--- src/rtl/reg_scoreboard_pkg.sv ---
// reg_scoreboard_pkg
//   Shared register-file definitions used by decode and the scoreboard:
//   default architectural register address width, the hard-wired zero
//   register index, pending-counter width and the per-counter control bundle.
package reg_scoreboard_pkg;

    // Register file geometry shared with the decode stage.
    localparam int REG_ADDR_WIDTH_DEF = 5;
    localparam int REG_ZERO           = 0;

    // Pending counters hold 0..7, which covers every legal MAX_PEND.
    localparam int PEND_W = 3;

    // Per-register control for one cycle.
    typedef struct packed {
        logic inc;   // accepted issue writes this register
        logic dec;   // writeback retires this register
        logic clr;   // pipeline flush
    } pend_ctl_t;

endpackage

--- src/rtl/reg_pend_counter.sv ---
// reg_pend_counter
//   Outstanding-write counter for one architectural register.
//   Ports:
//     clk, rst      - clock, async active-high reset
//     ctl           - inc / dec / clr requests for this cycle
//     cnt           - registered pending count
//     cnt_nxt       - value cnt takes at the next edge (feeds the total sum)
//     underflow     - retire seen while cnt==0 (sets the sticky error)
//   An untracked register is held at 0 and never reports underflow.
module reg_pend_counter
    import reg_scoreboard_pkg::*;
#(
    parameter int MAX_PEND = 3,
    parameter bit TRACKED  = 1'b1
) (
    input  logic              clk,
    input  logic              rst,
    input  pend_ctl_t         ctl,
    output logic [PEND_W-1:0] cnt,
    output logic [PEND_W-1:0] cnt_nxt,
    output logic              underflow
);

    always_comb begin
        cnt_nxt   = cnt;
        underflow = 1'b0;
        if (!TRACKED || ctl.clr) begin
            // flush overrides issue and retire, including underflow detection
            cnt_nxt = '0;
        end else begin
            underflow = ctl.dec && (cnt == '0);
            // inc together with dec cancels out
            if (ctl.inc && !ctl.dec && cnt != PEND_W'(MAX_PEND))
                cnt_nxt = cnt + 1'b1;
            else if (ctl.dec && !ctl.inc && cnt != '0)
                cnt_nxt = cnt - 1'b1;
        end
    end

    always_ff @(posedge clk or posedge rst) begin
        if (rst) cnt <= '0;
        else     cnt <= cnt_nxt;
    end

endmodule

--- src/rtl/reg_scoreboard.sv ---
// reg_scoreboard
//   Register scoreboard for in-order issue: counts outstanding writes per
//   register and blocks issue on RAW hazards or a full pending counter.
//   Ports:
//     clk, rst                 - clock, async active-high reset
//     issue_valid/issue_ready  - decoded instruction handshake
//     read_en_N/read_addr_N    - source operands
//     write_en/write_addr      - destination
//     retire_valid/addr        - writeback completion
//     flush                    - clears all pending state
//     stall                    - issue_valid && !issue_ready
//     pend_total               - registered sum of all pending counts
//     err                      - sticky retire-underflow flag
module reg_scoreboard
    import reg_scoreboard_pkg::*;
#(
    parameter int REG_ADDR_WIDTH = REG_ADDR_WIDTH_DEF,
    parameter int MAX_PEND       = 3,
    parameter bit ZERO_REG_FIXED = 1'b1
) (
    input  logic                      clk,
    input  logic                      rst,
    input  logic                      issue_valid,
    output logic                      issue_ready,
    input  logic                      read_en_1,
    input  logic [REG_ADDR_WIDTH-1:0] read_addr_1,
    input  logic                      read_en_2,
    input  logic [REG_ADDR_WIDTH-1:0] read_addr_2,
    input  logic                      write_en,
    input  logic [REG_ADDR_WIDTH-1:0] write_addr,
    input  logic                      retire_valid,
    input  logic [REG_ADDR_WIDTH-1:0] retire_addr,
    input  logic                      flush,
    output logic                      stall,
    output logic [REG_ADDR_WIDTH+2:0] pend_total,
    output logic                      err
);

    localparam int NUM_REGS = 2**REG_ADDR_WIDTH;
    localparam int TOT_W    = REG_ADDR_WIDTH + 3;

    logic [NUM_REGS-1:0][PEND_W-1:0] pend;
    logic [NUM_REGS-1:0][PEND_W-1:0] pend_nxt;
    logic [NUM_REGS-1:0]             underflow;
    logic                            issue_acc;

    function automatic logic tracked(input logic [REG_ADDR_WIDTH-1:0] a);
        return !ZERO_REG_FIXED || (int'(a) != REG_ZERO);
    endfunction

    // Hazard and full checks look only at registered counts, so a retire
    // this cycle unblocks issue one cycle later.
    logic raw_1, raw_2, full;
    assign raw_1 = read_en_1 && tracked(read_addr_1) && (pend[read_addr_1] != '0);
    assign raw_2 = read_en_2 && tracked(read_addr_2) && (pend[read_addr_2] != '0);
    assign full  = write_en  && tracked(write_addr)  && (pend[write_addr] == PEND_W'(MAX_PEND));

    assign issue_ready = !rst && !flush && !raw_1 && !raw_2 && !full;
    assign stall       = issue_valid && !issue_ready;
    assign issue_acc   = issue_valid && issue_ready;

    for (genvar i = 0; i < NUM_REGS; i++) begin : g_pend
        pend_ctl_t ctl;
        assign ctl.inc = issue_acc && write_en && (write_addr == REG_ADDR_WIDTH'(i));
        assign ctl.dec = retire_valid && (retire_addr == REG_ADDR_WIDTH'(i));
        assign ctl.clr = flush;

        reg_pend_counter #(
            .MAX_PEND (MAX_PEND),
            .TRACKED  (!(ZERO_REG_FIXED && i == REG_ZERO))
        ) u_cnt (
            .clk       (clk),
            .rst       (rst),
            .ctl       (ctl),
            .cnt       (pend[i]),
            .cnt_nxt   (pend_nxt[i]),
            .underflow (underflow[i])
        );
    end

    // Summing next-state values keeps pend_total aligned with the counters.
    logic [TOT_W-1:0] total_nxt;
    always_comb begin
        total_nxt = '0;
        for (int i = 0; i < NUM_REGS; i++)
            total_nxt = total_nxt + TOT_W'(pend_nxt[i]);
    end

    always_ff @(posedge clk or posedge rst) begin
        if (rst) begin
            pend_total <= '0;
            err        <= 1'b0;
        end else begin
            pend_total <= total_nxt;
            if (|underflow) err <= 1'b1;
        end
    end

endmodule

--- config.mk ---
export PLATFORM = sky130hd
export DESIGN_NAME = reg_scoreboard
export DESIGN_NICKNAME = d
export VERILOG_FILES = /design/src/rtl/reg_scoreboard_pkg.sv /design/src/rtl/reg_pend_counter.sv /design/src/rtl/reg_scoreboard.sv
export SDC_FILE = /design/constraint.sdc
export NUM_CORES = 1
export LEC_CHECK = 0
export BUFFER_PORTS_ARGS = -buffer_cell sky130_fd_sc_hd__buf_4
export CORE_UTILIZATION = 53
export CTS_CLUSTER_DIAMETER = 200
export DETAILED_ROUTE_END_ITERATION = 10
export PLACE_DENSITY = 0.69
export SLEW_MARGIN = 10
export SYNTH_ARGS = -nofsm -noshare
export SYNTH_HDL_FRONTEND = slang
export SYNTH_SLANG_ARGS = --single-unit
export TNS_END_PERCENT = 30
--- constraint.sdc ---
create_clock -name clk -period 14.1 [get_ports clk]
set_input_delay 0.705 -clock clk [delete_from_list [all_inputs] [get_ports clk]]
set_output_delay 0.705 -clock clk [all_outputs]
set_load 0.005 [all_outputs]
**Word-level counts from Yosys, hierarchy flattened**

Index checks and enable logic that the tools add are counted.

- Register bits after elaboration: 102

- $add $sub $neg: 92
- $lt $le $gt $ge: 3
- Eq/ne operators: 94
- Multiplexer cells: 130
- Reductions and logical operators: 366

Operators by type and width:

| cell | number |
|---|---|
| $mux W3 | 96 |
| $logic_and A1 B1 Y1 | 230 |
| $add A8 B3 Y8 | 25 |
| $eq A5 B5 Y1 const B | 32 |
| $reduce_bool A3 Y1 | 33 |
| $add A3 B1 Y3 const B | 31 |
| $logic_not A3 Y1 | 31 |
| $ne A3 B2 Y1 const B | 31 |
| $sub A3 B1 Y3 const B | 31 |
| $eq A5 B4 Y1 const B | 16 |
| $logic_not A1 Y1 | 68 |
| $bmux W3 S5 | 3 |
| $eq A5 B3 Y1 const B | 8 |
| $mux W1 | 31 |
| $reduce_or A31 Y1 | 1 |
| $eq A5 B2 Y1 const B | 4 |
| $lt A5 B6 Y1 const B | 3 |
| $reduce_bool A5 Y1 | 3 |
| $eq A5 B1 Y1 const B | 2 |
| $add A7 B3 Y8 | 1 |
| $add A6 B3 Y7 | 1 |
| $add A5 B3 Y6 | 1 |
| $add A4 B3 Y5 | 1 |
| $add A3 B3 Y4 | 1 |
| $eq A3 B2 Y1 const B | 1 |

**Logic depth before layout (Yosys ltp)**

Gate-level depths: netlist (run 1).

- Depth after elaboration: 47
- Gate-level depth with buffers: 32
- Depth with buffers taken out: 29

**Modules after synthesis**

Synthesis (run 1) repeated with hierarchy kept, for this count alone.

- Cells, all modules: 1497
- Area, all modules: 13559.3 um^2

Modules (own cells, without submodules):

| module | times used | cells an instance | area an instance (um^2) | seq. area each (um^2) |
|---|---|---|---|---|
| reg_pend_counter (g_pend[10].u_cnt ...) | 31 | 27 | 250.2 | 75.1 |
| reg_scoreboard | 1 | 652 | 5745.5 | 225.2 |
| reg_pend_counter (g_pend[0].u_cnt) | 1 | 8 | 56.3 | 0.0 |

**Worst setup path after synthesis (run 1)**

No wires, ideal clock.

- Path type: input port to flip-flop
- Start point: in rst
- End point: reg pend_total[7]
- Data arrival time: 9.524 ns
- Slack: 4.496 ns
- Cell stages on the path: 26
- Path buffers: 1
- Path through: inv_1 -> o311ai_2 -> a31oi_4 -> nand4_2 -> buf_4 -> or4_1 -> o31ai_1 -> o21ai_0 -> fa_1 -> inv_1 -> fa_1 -> inv_1 -> fa_1 -> inv_1 -> fa_1 -> fa_1 -> inv_1 -> fa_1 -> fa_1 -> inv_1 -> ha_1 -> a21o_1 -> a21oi_1 -> o21bai_1 -> a21oi_1 -> xnor2_1

- Word-level cells in the longest chain between the ends: 44
- Elaborated cells on any way between the ends: 316
- Classes of those cells: add/sub (30); mux (93); reduce/logical (193)

RTL lines:

| item | RTL line | text |
|---|---|---|
| from (decl) | reg_scoreboard.sv:22 | `input logic rst,` |
| $logic_not A1 Y1 (no source line) * | -- |  |
| $logic_and A1 B1 Y1 * (4 in series) | reg_scoreboard.sv:58 | `assign issue_ready = !rst && !flush && !raw_1 && !raw_2 && !full;` |
| $logic_and A1 B1 Y1 * | reg_scoreboard.sv:60 | `assign issue_acc = issue_valid && issue_ready;` |
| $logic_and A1 B1 Y1 * | reg_scoreboard.sv:64 | `assign ctl.inc = issue_acc && write_en && (write_addr == REG_ADDR_WIDTH'(i));` |
| $logic_and A1 B1 Y1 | reg_scoreboard.sv:64 |  |
| $logic_not A1 Y1 | reg_pend_counter.sv:35 | `else if (ctl.dec && !ctl.inc && cnt != '0)` |
| $logic_and A1 B1 Y1 (2 in series) | reg_pend_counter.sv:35 |  |
| $mux W3 | reg_pend_counter.sv:35 |  |
| (+2 left out) | -- |  |
| $add A3 B3 Y4 | reg_scoreboard.sv:86 | `total_nxt = total_nxt + TOT_W'(pend_nxt[i]);` |
| $add A4 B3 Y5 | reg_scoreboard.sv:86 |  |
| $add A5 B3 Y6 | reg_scoreboard.sv:86 |  |
| $add A6 B3 Y7 | reg_scoreboard.sv:86 |  |
| $add A7 B3 Y8 | reg_scoreboard.sv:86 |  |
| $add A8 B3 Y8 (24 in series) | reg_scoreboard.sv:86 |  |
| $add A8 B3 Y8 * | reg_scoreboard.sv:86 |  |
| named net total_nxt[7] | reg_scoreboard.sv:82 | `logic [TOT_W-1:0] total_nxt;` |
| to (signal assigned) | reg_scoreboard.sv:94 | `pend_total <= total_nxt;` |
| to (decl) | reg_scoreboard.sv:35 | `output logic [REG_ADDR_WIDTH+2:0] pend_total,` |

Mark *: on every way through the listed nets, which the timed path passes. The rest lies on a longest branch.
A chain may end at the register's enable or synchronous reset.

**Worst setup path after layout (run 1)**

- Start point: in read_addr_2[1]
- End point: reg pend_total[7]

- Word-level cells in the longest chain between the ends: 46
- Elaborated cells on any way between the ends: 320
- Classes of those cells: add/sub (30); mux (95); reduce/logical (195)

RTL lines:

| item | RTL line | text |
|---|---|---|
| from (decl) | reg_scoreboard.sv:28 | `input logic [REG_ADDR_WIDTH-1:0] read_addr_2,` |
| $bmux W3 S5 | reg_scoreboard.sv:55 | `assign raw_2 = read_en_2 && tracked(read_addr_2) && (pend[read_addr_2] != '0);` |
| $mux W3 (implied by the code) | reg_scoreboard.sv:55 |  |
| $reduce_bool A3 Y1 | reg_scoreboard.sv:55 |  |
| $logic_and A1 B1 Y1 * | reg_scoreboard.sv:55 |  |
| $logic_not A1 Y1 * | reg_scoreboard.sv:58 |  |
| $logic_and A1 B1 Y1 * (2 in series) | reg_scoreboard.sv:58 |  |
| $logic_and A1 B1 Y1 * | reg_scoreboard.sv:60 |  |
| $logic_and A1 B1 Y1 * | reg_scoreboard.sv:64 |  |
| (+7 left out) | -- |  |
| $add A3 B3 Y4 | reg_scoreboard.sv:86 |  |
| $add A4 B3 Y5 | reg_scoreboard.sv:86 |  |
| $add A5 B3 Y6 | reg_scoreboard.sv:86 |  |
| $add A6 B3 Y7 | reg_scoreboard.sv:86 |  |
| $add A7 B3 Y8 | reg_scoreboard.sv:86 |  |
| $add A8 B3 Y8 (24 in series) | reg_scoreboard.sv:86 |  |
| $add A8 B3 Y8 * | reg_scoreboard.sv:86 |  |
| named net total_nxt[7] | reg_scoreboard.sv:82 |  |

Mark *: on every way through the listed nets, which the timed path passes. The rest lies on a longest branch. The select of a mux whose other input is x is not followed.

==> impl_metrics.csv, run 1 <==
group,metric,value,unit
run_status,status,"finished clean",
setup_path,worst_ep_required_time,14.40,ns
yosys,synth_adder_area_share,0.254,
yosys,share_of_the_synthesized_netlist_area_taken_by_xor_and_xnor_gates,0.0177,
cells_and_area,filler_cell_count,2401,
global_route,grtUsageMet2,0.600,
detailed_routing,drtIter0Drc,1850,
setup_path,path_class,"input port to flip-flop",
yosys,area_contributors_post_synth,"dfrtp_1 18%, fa_1 13%, ha_1 13%",
floorplan,fp.coreArea,25400,sq um
sta,fmax,102,MHz
sta,finalHoldViolations,0,
cells_and_area,layout.nets,1856,
clock_network,tritoncts_clock_tree,"built",
detailed_routing,drc,0,
detailed_routing,drt-wirelength-per-cell,27.1,um
floorplan,fp.dieH,164,um
cells_and_area,layout.cells.non_filler,1935,
yosys,synthDistinctLibCells,94,
sta,drv_slew,0,
yosys,post_synth_and_or_nand_nor_area_fraction,0.229,
clock_network,cts.path.max_buffers,2,
floorplan,die_ar,26800,sq um
global_route,wire_length_of_the_first_global_routing_pass,78400,um
global_route,grt_antenna_before_repair,0,
floorplan,die_w,164,um
yosys,postSynth.asyncResetShare,1.00,
yosys,postSynthCellCount,1620,
placed_design,globalplace.congestion,1.05,
placed_design,hpwl,41200,um
power,power_density,47.3,nW/um^2
sta,slew_headroom,0.208,
setup_path,crit_path_max_fanout,17,
yosys,synth-compound-area-share,0.171,
yosys,synth_top_family_by_area,"adder cells",
placed_design,numPlacedInstances,1919,
yosys,synth_warnings,0,
cells_and_area,final_layout_size_suffix_gt1_frac,0.0997,
sta,transition_time_at_the_pin_with_the_least_slew_margin,1.18,ns
clock_network,cts.htree.levels,3,
global_route,grt_use_met1,0.551,
global_route,grt_remaining_overflow,0,
clock_network,clk_pin_slew_worst_paths,0.09,ns
sta,setup_tns,0,ns
cells_and_area,antenna_cells_inserted,0,
sta,setup-violations-final,0,
yosys,synth_enable_flop_cells,0,
yosys,synth.area.mux_share,0.0596,
sta,finalWorstPathRequiredPeriod,9.76,ns
global_route,grt_use_met3,0.0957,
yosys,avgSynthCellArea,8.55,sq um
floorplan,top_level_pins,39,
flow_run,max-cap-violations,0,
yosys,ys_seq_area_frac,0.184,
global_route,grt_max_degree,78,
cells_and_area,finalCoreUtilization,0.573,
yosys,dominantRegCellSynth,"dfrtp_1",
setup_path,critical_path_end_type,"flip-flop",
floorplan,starting_density_of_the_core,0.546,
global_route,grtUsageTotal,0.403,
yosys,synth_top_area_cell,"dfrtp_1",
sta,period_share,0.692,
clock_network,postCtsResizedCells,0,
clock_network,clock_tree.root_cell,"clkbuf_16",
yosys,netlist_top_cells_count,"208 x inv_1, 139 x ha_1, 139 x nor2_1",
yosys,post-synth-top-area-fraction,0.184,
setup_path,cp_data_arrival_time,10.06,ns
sta,final.setup_skew,0.0139,ns
yosys,synthesized_netlist_net_count,1876,
clock_network,cts.hold.buffers_added,0,
sta,grt_setup_unrepaired,"no",
global_route,grt.busiest_layer,"met2",
setup_path,cp-start-kind,"input port",
power,fin_total_pwr,688,uW
clock_network,clk-insertion-delay-late,0.38,ns
detailed_routing,drt_pre_antenna_iters,6,
global_route,grt_pass1_vias,12532,
detailed_routing,ant_nets,0,
yosys,synth_seq_cells,102,
floorplan,core.rowCount,58,
power,peakVddDrop,0.0493,mV
yosys,post_synth_instance_area,13900,sq um
cells_and_area,area_growth,4.97,%
clock_network,cts.sinks,102,
power,power_leakage,5.91,nW
detailed_routing,routed_wirelength,52400,um
detailed_routing,detail_route.vias_per_cell,6.79,
placed_design,buffer_ports.inserted,38,
detailed_routing,num_vias,13147,
yosys,synth.most_common_cell,"inv_1",
clock_network,post-cts-setup-buffer-count,0,
min_path,hold_path_class,"input port to async pin",
clock_network,tritoncts.num_buffers,9,
==> final timing paths <==
path,slack [ns],from,endpoint,cells after the start
min in group clk,0.49,err,err,1
worst max-delay path,4.34,read_addr_2[1],pend_total[7],28
max in group asynchronous,12.39,rst,g_pend[24].u_cnt.cnt[0],3
worst min-delay path,0.40,rst,g_pend[1].u_cnt.cnt[2],2
worst max register to register,4.38,g_pend[30].u_cnt.cnt[1],pend_total[7],27
worst min register to register,0.49,err,err,1
==> final cells by class <==
cell class,count,area (sq um),area share
inverter,212,798,0.0549
multi-input combinational,1230,10100,0.697
tap,330,413,0.0284
clock inverter,5,48.8,0.00335
sequential,102,2550,0.175
clock buffer,11,253,0.0174
timing repair buffer,45,338,0.0232
==> worst max-delay path, stage by stage <==
cell and delay (ns):
buf_4 0.20, nor4_1 0.66, o2111ai_1 0.20, o2111ai_1 0.16, o32a_2 0.51, o21a_1 0.68
nand4_2 0.58, nor2_1 0.83, nand4_1 0.40, a31o_2 0.37, fa_1 0.48, inv_1 0.06
fa_1 0.49, inv_1 0.05, fa_1 0.48, inv_1 0.05, fa_1 0.41, fa_1 0.54
inv_1 0.05, fa_1 0.39, fa_1 0.58, inv_1 0.06, ha_1 0.28, a21o_1 0.17
a21oi_1 0.23, o21bai_1 0.09, a21oi_1 0.18, xnor2_1 0.13
==> metal layers <==
| layer | up-vias | wire [um] |
|---|---|---|
| met1 | 6368 | 21300 |
| li1 | 5707 | - |
| met3 | 184 | 6250 |
| met5 | - | 0 |
| met4 | 0 | 2710 |
| met2 | 888 | 22100 |
==> report_power, final <==
part | switching [mW] | total, mW | internal [mW]
sequential | 0.000556 | 0.293 | 0.293
combinational | 0.0896 | 0.116 | 0.0267
clock | 0.144 | 0.278 | 0.134
total | 0.234 | 0.688 | 0.454
==> placed cells by master (no fill, tap or decap), drive strengths merged, types with 14 or more instances in the layout <==
cell type	Yosys	routed
nand4	14	14
nor4	48	48
xnor2	28	28
a31oi	35	35
fa	89	89
and2	17	17
o311ai	19	19
nand3b	22	22
or3	27	27
nand2	88	88
a21o	14	14
a31o	29	29
mux2i	45	45
a21oi	46	46
nor3	84	84
ha	139	139
nand3	37	37
o21a	15	15
mux2	21	21
o21ai	49	49
dfrtp	102	102
o211ai	15	15
nor2	139	139
buf	30	45
nor2b	26	26
or2	16	16
inv	210	213
==> flip-flops by register name, summed over array words and instances (netlist names) <==
register and cells:
g_pend.u_cnt.cnt 93, pend_total 8, err 1
==> logic make-up (layout without fill, tap and decap cells) <==
kind of cell	after synthesis	after routing
buffers and inverters	288	273
AO/OA/AOI/OAI	326	326
AND/OR/NAND/NOR	576	576
multiplexers	72	72
XOR/XNOR	28	28
flip-flops	102	102
adder cells (fa/ha/maj)	228	228
==> through the flow <==
| step | area, sq um | hold slack, ns | setup slack, ns |
|---|---|---|---|
| floorplan | 13900 | 0.468 | 4.50 |
| global placement | 14200 | 0.469 | 4.36 |
| detailed placement | 14200 | 0.467 | 4.38 |
| CTS | 14500 | 0.457 | 4.72 |
| global route | 14500 | 0.474 | 4.17 |
| finish | 14500 | 0.403 | 4.34 |
No activity file was read; power rests on OpenSTA's default activity.
==> inputs of run 2 (changes only) <==
==> constraint.sdc (replaced) <==
create_clock -name clk -period 9.78 [get_ports clk]
set_input_delay 0.489 -clock clk [delete_from_list [all_inputs] [get_ports clk]]
set_output_delay 0.489 -clock clk [all_outputs]
set_load 0.005 [all_outputs]
==> impl_metrics.csv, run 2 (synthesis gave the netlist of run 1 again) <==
group,metric,value,unit
cells_and_area,layout.cells.most_common,"inv_1",
sta,setup-violations-final,0,
setup_path,timing.critical_path.buf_inv,5,
setup_path,timing.rr.end,"pend_total[7]",
cells_and_area,antenna_cells_inserted,0,
cells_and_area,area_growth,5.55,%
setup_path,path_depth,27,
global_route,grt_remaining_overflow,0,
global_route,grt_antenna_before_repair,0,
setup_path,path_class,"flip-flop to flip-flop",
sta,setup_tns,0,ns
placed_design,hpwl,41700,um
global_route,grtUsageMet2,0.592,
cells_and_area,most-common-layout-cells,"207 x inv_1, 139 x nor2_1, 139 x ha_1",
global_route,wire_length_of_the_first_global_routing_pass,78300,um
floorplan,fp.coreArea,25400,sq um
global_route,grt_max_degree,77,
min_path,hold_path_class,"input port to async pin",
setup_path,critical_path.max_stage_delay,0.67,ns
clock_network,post-cts-setup-buffer-count,0,
cells_and_area,finalCoreUtilization,0.576,
global_route,grt_pass1_vias,12680,
placed_design,buffer_ports.inserted,38,
power,fin_total_pwr,994,uW
global_route,grt.busiest_layer,"met2",
floorplan,die_w,164,um
clock_network,clk_pin_slew_worst_paths,0.09,ns
setup_path,critical_path_end_type,"flip-flop",
cells_and_area,layout.cells.non_filler,1947,
sta,grt_setup_unrepaired,"no",
setup_path,timing.critical_path.slowest_stage_cell,"nor3_1",
global_route,grtUsageTotal,0.402,
setup_path,cp-start-kind,"flip-flop",
setup_path,worst_ep_required_time,10.07,ns
detailed_routing,routed_wirelength,52400,um
detailed_routing,detail_route.vias_per_cell,6.77,
floorplan,starting_density_of_the_core,0.546,
floorplan,fp.dieH,164,um
cells_and_area,largest_registers_ranked_by_flip_flop_count,"g_pend.u_cnt.cnt: 93 flops, pend_total: 8 flops, err: 1 flops",
sta,slew_headroom,0.276,
detailed_routing,num_vias,13184,
setup_path,cp_data_arrival_time,9.58,ns
detailed_routing,drc,0,
cells_and_area,stdcell_area,14600,sq um
sta,period_share,0.949,
clock_network,tritoncts_clock_tree,"built",
placed_design,globalplace.congestion,1.15,
detailed_routing,drtIter0Drc,1613,
cells_and_area,registers.top_by_ff_count,"g_pend.u_cnt.cnt",
setup_path,worst-r2r-setup-slack,0.50,ns
detailed_routing,drt-wirelength-per-cell,26.9,um
floorplan,die_ar,26800,sq um
clock_network,cts.sinks,102,
flow_run,max-cap-violations,0,
setup_path,crit_family,"adder cells",
cells_and_area,layout.nets,1868,
sta,fmax,108,MHz
cells_and_area,final_layout_size_suffix_gt1_frac,0.106,
setup_path,worstReg2RegStart,"g_pend[30].u_cnt.cnt[1]",
floorplan,core.rowCount,58,
sta,finalWorstPathRequiredPeriod,9.28,ns
power,peakVddDrop,0.0822,mV
detailed_routing,ant_nets,0,
placed_design,placed_cell_area,14300,sq um
detailed_routing,drt_pre_antenna_iters,5,
clock_network,clock_tree.root_cell,"clkbuf_16",
power,power_density,67.9,nW/um^2
clock_network,cts.htree.levels,3,
clock_network,cts.path.max_buffers,2,
sta,drv_slew,0,
sta,finalWorstSetupSlack,0.498,ns
sta,transition_time_at_the_pin_with_the_least_slew_margin,1.09,ns
placed_design,post_place_worst_slack,0.713,ns
placed_design,numPlacedInstances,1931,
cells_and_area,largest_register_ff_count,93,
clock_network,postCtsResizedCells,0,
global_route,grt_use_met3,0.0952,
setup_path,dominant_cell_type_by_count_on_the_critical_path,"fa_1",
clock_network,tritoncts.num_buffers,9,
sta,finalHoldViolations,0,
clock_network,cts.hold.buffers_added,0,
sta,final.setup_skew,0.0171,ns
setup_path,reg2regPathDepth,27,
sta,hold-worst-slack,0.332,ns
setup_path,crit_path_max_fanout,16,
global_route,grt_use_met1,0.548,
power,power_leakage,5.97,nW
clock_network,clk-insertion-delay-late,0.38,ns
run_status,status,"finished clean",
floorplan,top_level_pins,39,
==> run 2: cell count changes in the layout (fill, tap and decap cells not counted) <==
cell and change:
buf_4 +12, and4_1 +1, and4_2 -1, o21ai_2 +1
o21ai_4 -1
==> run 2: how the worst max path moves through the flow <==
stage	from	to	slack [ns]
floorplan	rst	pend_total[7]	0.39
detailed placement	read_addr_2[1]	pend_total[7]	0.71
CTS	g_pend[30].u_cnt.cnt[0]	pend_total[7]	0.77
global placement	read_addr_2[1]	pend_total[7]	0.75
global route	g_pend[30].u_cnt.cnt[0]	pend_total[7]	0.34
finish	g_pend[30].u_cnt.cnt[1]	pend_total[7]	0.50
==> run 2: area by class of cell <==
type	count	area, sq um
fill	2386	10800
multi-input combinational	1230	10100
sequential	102	2550
inverter	212	798
clock buffer	11	253
tap	330	413
timing repair buffer	57	428
clock inverter	5	48.8
==> run 2: report_power, final <==
group	internal, mW	total, mW	switching [mW]
registers	0.422	0.423	0.000799
logic	0.0412	0.169	0.128
clock network	0.193	0.402	0.209
==> run 2: worst min-delay path, delay by kind of cell <==
| kind | cells | cell delay [ns] |
|---|---|---|
| buffers and inverters | 3 | 0.72 |
==> run 2: layer usage <==
metal | share of wire | vias up
met1 | 0.40 | 6404
met5 | 0 | -
li1 | - | 5731
met2 | 0.42 | 849
met3 | 0.11 | 200
met4 | 0.062 | 0
==> inputs of run 3 (changes only) <==
--- a/config.mk
+++ b/config.mk
@@ -9,9 +9,10 @@
 export CORE_UTILIZATION = 53
 export CTS_CLUSTER_DIAMETER = 200
 export DETAILED_ROUTE_END_ITERATION = 10
-export PLACE_DENSITY = 0.69
+export PLACE_DENSITY = 0.7
 export SLEW_MARGIN = 10
 export SYNTH_ARGS = -nofsm -noshare
 export SYNTH_HDL_FRONTEND = slang
+export SYNTH_HIERARCHICAL = 1
 export SYNTH_SLANG_ARGS = --single-unit
 export TNS_END_PERCENT = 30
==> impl_metrics.csv, run 3 <==
group,metric,value,unit
run_status,status,"finished clean",
floorplan,die_w,162,um
clock_network,cts.htree.levels,3,
cells_and_area,layout.cells.non_filler,1860,
floorplan,fp.dieH,162,um
floorplan,top_level_pins,39,
flow_run,max-cap-violations,0,
clock_network,cts.path.max_buffers,2,
detailed_routing,routed_wirelength,39100,um
sta,period_share,0.927,
sta,setup-violations-final,0,
cells_and_area,largest_register_ff_count,93,
setup_path,worstReg2RegStart,"g_pend[11].u_cnt/cnt[0]",
setup_path,cp-start-kind,"flip-flop",
clock_network,postCtsResizedCells,0,
power,fin_total_pwr,985,uW
yosys,post_synth_instance_area,13500,sq um
floorplan,starting_density_of_the_core,0.539,
sta,finalWorstPathRequiredPeriod,9.06,ns
global_route,grt_max_degree,71,
detailed_routing,met3_wirelength,2840,um
setup_path,timing.critical_path.slowest_stage_cell,"fa_1",
setup_path,crit_family,"adder cells",
global_route,grt_antenna_before_repair,0,
yosys,synth_warnings,6,
sta,drv_slew,0,
yosys,avgSynthCellArea,9.06,sq um
yosys,postSynthCellCount,1494,
setup_path,reg2regPathDepth,27,
power,clock_power_share,0.409,
setup_path,worst_setup_path_endpoint,"pend_total[6]",
detailed_routing,drt-wirelength-per-cell,21.0,um
detailed_routing,route.layer.met1.wl,16100,um
detailed_routing,ant_nets,0,
cells_and_area,final_layout_size_suffix_gt1_frac,0.169,
cells_and_area,area_growth,6.84,%
floorplan,fp.coreArea,25100,sq um
cells_and_area,most-common-layout-cells,"273 x inv_1, 148 x ha_1, 115 x nor2_1",
global_route,grt_remaining_overflow,0,
detailed_routing,num_vias,11347,
placed_design,numPlacedInstances,1844,
detailed_routing,highest-signal-layer,"met4",
power,cell_internal_power_dissipation,707,uW
power,pwr-share-seq,0.432,
power,power_density,68.1,nW/um^2
setup_path,timing.critical_path.buf_inv,5,
clock_network,cts.sinks,102,
power,peakVddDrop,0.0801,mV
cells_and_area,antenna_cells_inserted,0,
power,power.switching,279,uW
detailed_routing,met2RoutedLength,18300,um
sta,fmax,110,MHz
setup_path,crit_path_max_fanout,13,
floorplan,core.rowCount,58,
placed_design,globalplace.congestion,0.998,
cells_and_area,layout.cells.most_common,"inv_1",
setup_path,cp_data_arrival_time,9.35,ns
sta,transition_time_at_the_pin_with_the_least_slew_margin,1.10,ns
placed_design,buffer_ports.inserted,38,
clock_network,tritoncts.num_buffers,9,
detailed_routing,detail_route.vias_per_cell,6.10,
setup_path,dominant_cell_type_by_count_on_the_critical_path,"fa_1",
power,comb_power_share,0.159,
sta,grt_setup_unrepaired,"no",
min_path,hold_path_class,"input port to async pin",
detailed_routing,drc,0,
setup_path,path_class,"flip-flop to flip-flop",
setup_path,path_depth,27,
cells_and_area,registers.top_by_ff_count,"g_pend.u_cnt/cnt",
placed_design,hpwl,31600,um
setup_path,worst_setup_path_startpoint,"g_pend[11].u_cnt/cnt[0]",
setup_path,timing.rr.end,"pend_total[6]",
cells_and_area,filler_cell_count,2306,
sta,finalHoldViolations,0,
global_route,grt_pass1_vias,11251,
sta,slew_headroom,0.261,
power,power_leakage,6.49,nW
detailed_routing,drt_pre_antenna_iters,7,
floorplan,die_ar,26200,sq um
clock_network,tritoncts_clock_tree,"built",
clock_network,cts.hold.buffers_added,0,
sta,setup_tns,0,ns
clock_network,post-cts-setup-buffer-count,0,
cells_and_area,largest_registers_ranked_by_flip_flop_count,"g_pend.u_cnt/cnt: 93 flops, pend_total: 8 flops, err: 1 flops",
detailed_routing,drtIter0Drc,1051,
global_route,wire_length_of_the_first_global_routing_pass,61900,um
setup_path,worst-r2r-setup-slack,0.72,ns
setup_path,worst_ep_required_time,10.07,ns
clock_network,clk_pin_slew_worst_paths,0.07,ns
clock_network,clk-insertion-delay-late,0.36,ns
clock_network,clock_tree.root_cell,"clkbuf_16",
cells_and_area,layout.nets,1792,
power,switching_share,0.283,
global_route,grtUsageTotal,0.310,
sta,final.setup_skew,0.00990,ns
setup_path,critical_path_end_type,"flip-flop",
setup_path,critical_path.max_stage_delay,0.55,ns
==> run 3: cell types whose count changed in the layout (fill, tap and decap cells not counted), sizes merged, moves of 25 or more <==
| cell | delta |
|---|---|
| a211oi | +26 |
| a21oi | +93 |
| a311oi | +25 |
| a31o | -29 |
| and2b | +31 |
| inv | +92 |
| mux2i | -40 |
| nand2 | -66 |
| nor3 | -62 |
| nor3b | +63 |
| o21ai | -42 |
==> run 3: power by group through the flow <==
stage	clock network [mW]	logic [mW]	registers, mW
6_report	0.403	0.156	0.426
5_1_grt	0.422	0.169	0.426
4_1_cts	0.410	0.154	0.426
3_5_place_dp	0	0.153	0.434
3_3_place_gp	0	0.152	0.434
2_1_floorplan	0	0.0999	0.434
==> run 3: worst min path at each step <==
stage | start | to | slack (ns)
2_1_floorplan | rst | g_pend[10].u_cnt/cnt[0] | 0.24
3_3_place_gp | rst | g_pend[4].u_cnt/cnt[1] | 0.63
3_5_place_dp | rst | g_pend[4].u_cnt/cnt[1] | 0.63
4_1_cts | rst | g_pend[4].u_cnt/cnt[1] | 0.25
5_1_grt | rst | g_pend[4].u_cnt/cnt[1] | 0.25
6_report | rst | g_pend[4].u_cnt/cnt[1] | 0.24
==> run 3: per-layer routing <==
metal  vias to the layer above  GRT usage
met5                         -          0
met4                         0      0.152
met3                       108     0.0472
met2                       507      0.507
met1                      5528      0.402
li1                       5204          -
==> run 3: cell type report <==
type / count / area (sq um) / area share
multi-input combinational: 1051 / 9610 / 0.664
sequential: 102 / 2550 / 0.176
inverter: 304 / 1140 / 0.0789
timing repair buffer: 57 / 428 / 0.0296
tap: 330 / 413 / 0.0285
clock buffer: 11 / 243 / 0.0168
clock inverter: 5 / 81.3 / 0.00562
==> run 3: stage by stage <==
stage / worst slack [ns] / hold slack, ns / utilization / instance area (sq um)
2_1_floorplan: 1.47 / 0.243 / - / 13600
3_3_place_gp: 0.500 / 0.625 / 0.563 / 14100
3_5_place_dp: 0.363 / 0.626 / 0.563 / 14100
4_1_cts: 0.678 / 0.253 / 0.576 / 14500
5_1_grt: 0.245 / 0.255 / 0.576 / 14500
6_report: 0.716 / 0.242 / 0.576 / 14500
==> run 3: worst register-to-register path, stage by stage (launching register included) <==
cell,delay [ns]
dfrtp_1,0.44
or3_1,0.45
mux4_2,0.50
a2111oi_2,0.49
nor4_4,0.20
buf_4,0.25
nor4_2,0.39
nor3b_2,0.39
a311oi_1,0.08
a211oi_1,0.29
inv_1,0.13
fa_1,0.51
inv_1,0.05
fa_1,0.46
fa_1,0.52
fa_1,0.55
fa_1,0.54
fa_1,0.52
fa_1,0.54
inv_1,0.05
fa_1,0.55
inv_1,0.06
ha_1,0.28
a21o_1,0.15
a21oi_1,0.21
o21bai_1,0.08
a21oi_1,0.18
xnor2_1,0.14
